==> src/rtl/serial_addsub_if.sv <==
// Request/result bundle for the bit-serial adder/subtractor.
// The slave side is the arithmetic unit; the master side issues operands and consumes results.
interface serial_addsub_if #(
  parameter int unsigned WIDTH = 4
);
  logic             in_valid;
  logic             in_ready;
  logic [WIDTH-1:0] A;
  logic [WIDTH-1:0] B;
  logic             sub;
  logic             out_valid;
  logic             out_ready;
  logic [WIDTH-1:0] result;
  logic             carry;
  logic             ovf;
  logic             zero;

  modport slave (
    input  in_valid, A, B, sub, out_ready,
    output in_ready, out_valid, result, carry, ovf, zero
  );

  modport master (
    output in_valid, A, B, sub, out_ready,
    input  in_ready, out_valid, result, carry, ovf, zero
  );
endinterface

==> src/rtl/serial_addsub.sv <==
// Bit-serial WIDTH-bit adder/subtractor: one full-adder cell and a carry flop, LSB first.
// Accepts one request in IDLE, shifts for WIDTH cycles, then holds the result until handed off.
module serial_addsub #(
  parameter int unsigned WIDTH = 4
) (
  input logic           clk,
  input logic           rst,
  serial_addsub_if.slave bus
);
  localparam int unsigned CntW = $clog2(WIDTH) + 1;

  typedef enum logic [1:0] {StIdle, StShift, StDone} state_e;

  state_e           state;
  logic [WIDTH-1:0] op_a;
  logic [WIDTH-1:0] op_b;
  logic             c;
  logic             sub_q;
  logic [CntW-1:0]  cnt;
  logic             in_ready_q;
  logic             out_valid_q;
  logic [WIDTH-1:0] result_q;
  logic             carry_q;
  logic             ovf_q;
  logic             zero_q;

  logic             s_bit;
  logic             c_nxt;
  logic [WIDTH-1:0] res_nxt;

  assign s_bit   = op_a[0] ^ op_b[0] ^ c;
  assign c_nxt   = (op_a[0] & op_b[0]) | (op_a[0] & c) | (op_b[0] & c);
  // Sum bits enter from the MSB so the LSB lands at bit 0 after WIDTH shifts.
  assign res_nxt = {s_bit, result_q[WIDTH-1:1]};

  always_ff @(posedge clk) begin
    if (rst) begin
      state       <= StIdle;
      op_a        <= '0;
      op_b        <= '0;
      c           <= 1'b0;
      sub_q       <= 1'b0;
      cnt         <= '0;
      in_ready_q  <= 1'b1;
      out_valid_q <= 1'b0;
      result_q    <= '0;
      carry_q     <= 1'b0;
      ovf_q       <= 1'b0;
      zero_q      <= 1'b0;
    end else begin
      unique case (state)
        StIdle: begin
          if (bus.in_valid) begin
            op_a       <= bus.A;
            op_b       <= bus.sub ? ~bus.B : bus.B;
            c          <= bus.sub;
            sub_q      <= bus.sub;
            cnt        <= '0;
            in_ready_q <= 1'b0;
            state      <= StShift;
          end
        end
        StShift: begin
          op_a     <= op_a >> 1;
          op_b     <= op_b >> 1;
          c        <= c_nxt;
          result_q <= res_nxt;
          cnt      <= cnt + 1'b1;
          if (cnt == CntW'(WIDTH - 1)) begin
            // op_a[0]/op_b[0] now hold the sign bits of A and B'.
            state       <= StDone;
            out_valid_q <= 1'b1;
            carry_q     <= sub_q ? ~c_nxt : c_nxt;
            ovf_q       <= (op_a[0] == op_b[0]) && (s_bit != op_a[0]);
            zero_q      <= (res_nxt == '0);
          end
        end
        StDone: begin
          if (bus.out_ready) begin
            out_valid_q <= 1'b0;
            in_ready_q  <= 1'b1;
            state       <= StIdle;
          end
        end
        default: state <= StIdle;
      endcase
    end
  end

  assign bus.in_ready  = in_ready_q;
  assign bus.out_valid = out_valid_q;
  assign bus.result    = result_q;
  assign bus.carry     = carry_q;
  assign bus.ovf       = ovf_q;
  assign bus.zero      = zero_q;
endmodule
==> src/flat_wrapper.sv <==
// flat-port wrapper written by rule: the top's interface ports become plain ports
module serial_addsub_flat 
#(
  parameter int unsigned WIDTH = 4
)
  (clk, rst, bus_in_valid, bus_A, bus_B, bus_sub, bus_out_ready, bus_in_ready, bus_out_valid, bus_result, bus_carry, bus_ovf, bus_zero);
  serial_addsub_if #(.WIDTH(WIDTH)) bus_i ();
  input logic clk;
  input logic rst;
  input wire logic [$bits(bus_i.in_valid)-1:0] bus_in_valid;
  input wire logic [$bits(bus_i.A)-1:0] bus_A;
  input wire logic [$bits(bus_i.B)-1:0] bus_B;
  input wire logic [$bits(bus_i.sub)-1:0] bus_sub;
  input wire logic [$bits(bus_i.out_ready)-1:0] bus_out_ready;
  output wire logic [$bits(bus_i.in_ready)-1:0] bus_in_ready;
  output wire logic [$bits(bus_i.out_valid)-1:0] bus_out_valid;
  output wire logic [$bits(bus_i.result)-1:0] bus_result;
  output wire logic [$bits(bus_i.carry)-1:0] bus_carry;
  output wire logic [$bits(bus_i.ovf)-1:0] bus_ovf;
  output wire logic [$bits(bus_i.zero)-1:0] bus_zero;
  assign bus_i.in_valid = bus_in_valid;
  assign bus_i.A = bus_A;
  assign bus_i.B = bus_B;
  assign bus_i.sub = bus_sub;
  assign bus_i.out_ready = bus_out_ready;
  assign bus_in_ready = bus_i.in_ready;
  assign bus_out_valid = bus_i.out_valid;
  assign bus_result = bus_i.result;
  assign bus_carry = bus_i.carry;
  assign bus_ovf = bus_i.ovf;
  assign bus_zero = bus_i.zero;
  serial_addsub #(.WIDTH(WIDTH)) u_core (.clk(clk), .rst(rst), .bus(bus_i));
endmodule
==> config.mk <==
export PLATFORM = sky130hd
export DESIGN_NAME = serial_addsub_flat
export DESIGN_NICKNAME = d
export VERILOG_FILES = /design/src/rtl/serial_addsub_if.sv /design/src/rtl/serial_addsub.sv /design/src/flat_wrapper.sv
export SDC_FILE = /design/constraint.sdc
export NUM_CORES = 1
export LEC_CHECK = 0
export CAP_MARGIN = 20
export CELL_PAD_IN_SITES_DETAIL_PLACEMENT = 0
export CELL_PAD_IN_SITES_GLOBAL_PLACEMENT = 1
export CORE_AREA = 2 2 77 64
export CTS_CLUSTER_SIZE = 30
export DETAILED_ROUTE_END_ITERATION = 8
export DIE_AREA = 0 0 79 66
export PLACE_DENSITY = 0.67
export REMOVE_ABC_BUFFERS = 1
export SETUP_SLACK_MARGIN = 0.2
export SLEW_MARGIN = 10
export SYNTH_ARGS = -nofsm -noshare
export SYNTH_HDL_FRONTEND = slang
export SYNTH_SLANG_ARGS = --single-unit
==> constraint.sdc <==
create_clock -name clk -period 1.5 [get_ports clk]
set_input_delay 0.15 -clock clk [delete_from_list [all_inputs] [get_ports clk]]
set_output_delay 0.15 -clock clk [all_outputs]
set_load 0.05 [all_outputs]
==> metrics <==
worst-margin pin slew=~0.38 ns; IO Port Bufs=21; Final Hold Fails=0; die width=a little under 80 um; antenna viol nets, final=0; Worst setup SP type=flop; fraction of registers with async set/reset=0; GR Util All Layers=0.09546; P&R area growth vs syn=41.09%; syn avg cell area=~9 sq um; Worst IR Drop VDD=about 0.31 mV; CTS tree=built; placed cell area=1431 sq um; WP data arrival=1.66 ns; worst hold start=u_core.bus.carry$_SDFFE_PP0P_; Starting Density=0.2424; worst setup path class=reg -> reg; antenna violations before repair=0; total CTS buffers=3; # diodes=0; largest cells by area after synthesis=dfxtp_1 44%, a21oi_1 6.0%, nand2_1 4.9%, mux2i_1 4.6%, nor2_1 4.5%; Yosys top cell area share=0.4444; HPWL Detailed=~1800 um; clk buf depth=2; vias per cell=4.361; Slew Limit Fails=0; Nets=roughly 170; hold crit path type=reg -> reg; Skew-Pair Late Insertion Delay=around 0.26 ns; cell taking the most area after synthesis=dfxtp_1; outcome=finished clean; Synth Register Bits=24; Power Density=between 900 and 1000 nW/um^2; Die Span Y=66 um; layout cells sized above 1=0.2692; crit-path max FO=3; Syn. warnings=0; Max-Cap Viols=0; Worst setup EP type=flop; Placer Congestion=0.7669; Synth Instances=about 120; CTS Root Cell=clkbuf_8; global-route wire length before repair=3933 um; Final Critical Period=about 1.5 ns; CTS Hold Bufs=0; vias in the first global route=roughly 850; routed vias=approximately 940; final core utilization=0.3420; RSZ-0062 raised after global routing=true; FMAX=between 600 and 700 MHz; Critical path origin=u_core.op_a[0]$_SDFFE_PP0P_; H-tree Lvls=1; Post-synth EDFFs=0; Clock Skew=0.005786 ns; CTS clk-pin slew, worst paths=around 0.080 ns; Final Non-Filler Cells=approximately 220; clk sinks=24; IO Pins=22; reg-to-reg startpoint=u_core.op_a[0]$_SDFFE_PP0P_; placed cells=211; WP data required=about 1.7 ns; drt pass-1 iters=4; Rel. slew slack=0.7444; register area share after synthesis=0.4444; full die area=~5200 sq um; largest net degree at the start of global routing=14; Setup-failing EPs final=0; area of the core=around 4500 sq um; Synth cell types=32; DRT Wirelength=around 2400 um; Final Cell Area=between 1500 and 2000 sq um; fin crit share=0.9667; drt wl/cell=around 11 um; Leakage=0.6126 nW; remaining global-route overflow=0; DR DRC count=0; Post-Synthesis Cell Area=approximately 1100 sq um; Iter 0 DRT Violations=32; Site Rows=22; main flop type after synthesis=dfxtp_1
[metrics by stage]
step	setup slack, ns	power [mW]	hold slack, ns	setup TNS (ns)
global placement	0.02421	0.9700	0.4418	0
CTS	0.02005	1.428	0.4628	0
floorplan	0.04370	0.8490	0.2191	0
detailed placement	0.01136	0.9771	0.4501	0
finish	0.04996	1.421	0.4592	0
global route	-0.02761	1.493	0.4855	-0.02761
[sequential cells by signal (all words and copies together), names as in the netlist]
| register | count |
|---|---|
| u_core.bus.result | 4 |
| u_core.op_a | 4 |
| u_core.op_b | 4 |
| u_core.cnt | 3 |
| u_core.state | 2 |
| u_core.bus.carry | 1 |
| u_core.bus.in_ready | 1 |
| u_core.bus.out_valid | 1 |
| u_core.bus.ovf | 1 |
| u_core.bus.zero | 1 |
| u_core.c | 1 |
| u_core.sub_q | 1 |
[path summary, 6_finish.rpt]
kind	end	slack [ns]	cells after the start
max	u_core.bus.ovf$_SDFFE_PP0P_	0.05	4
min	u_core.bus.carry$_SDFFE_PP0P_	0.46	2
min reg2reg	u_core.bus.carry$_SDFFE_PP0P_	0.46	2
max reg2reg	u_core.bus.ovf$_SDFFE_PP0P_	0.05	4
[layer usage]
| metal | routed length [um] | up-vias | track usage |
|---|---|---|---|
| met3 | 184 | 2 | 0.03005 |
| met4 | 12 | 0 | 0.01940 |
| met2 | 1001 | 34 | 0.1504 |
| li1 | - | 496 | - |
| met1 | 1201 | 410 | 0.1285 |
| met5 | 0 | - | 0 |
[cell usage in the layout (no fill, tap or decap), types with 5 or more instances in the layout]
master / n
buf_4: 26
dfxtp_1: 19
nand2_1: 14
a21oi_1: 13
nor2_1: 13
clkdlybuf4s50_1: 12
inv_1: 5
mux2i_1: 5
dfxtp_2: 5
[cell families (layout without fill, tap and decap cells)]
logic type	after synthesis	count (layout)	synth area share
compound gates	30	30	0.1840
fa+ha+maj	4	4	0.05325
simple gates	40	40	0.1759
xor+xnor	6	6	0.04861
flops	24	24	0.4444
buf+inv	12	47	0.04745
mux	5	5	0.04630
[Yosys cell counts (2+ instances only)]
cell type	n
a222oi_1	3
inv_1	5
nand3_1	3
o21bai_1	2
nand2_1	14
a211oi_1	3
nor2b_1	2
ha_1	3
a21oi_1	13
a22oi_1	2
mux2i_1	5
nor2_1	13
dfxtp_1	24
xor2_1	4
buf_2	2
xnor2_1	2
clkbuf_1	4
nand2b_1	2
o21ai_1	2
[power by group]
group	switching [mW]	internal, mW
clock network	0.199	0.234
logic	0.134	0.151
registers	0.0305	0.672
total	0.364	1.06
[repair_timing]
action,in CTS,in global routing
setup endpoints to repair,7,7
buffers inserted,0,1
pin swaps,3,4
gates resized for setup,4,7
[final cells by class]
type / instances / area (sq um)
Fill cell: 478 / 2934
Multi-Input combinational cell: 85 / 574.3
Sequential cell: 24 / 486.7
Timing Repair Buffer: 38 / 315.3
Tap cell: 60 / 75.07
Clock buffer: 4 / 55.05
Inverter: 5 / 18.77
[worst max-delay path: stages, from the launching register on]
cell and delay, ns:
dfxtp_2 0.34, fa_2 0.59, xnor2_1 0.06, or3_1 0.30, a21oi_1 0.11
No activity file was read; power rests on OpenSTA's default activity.
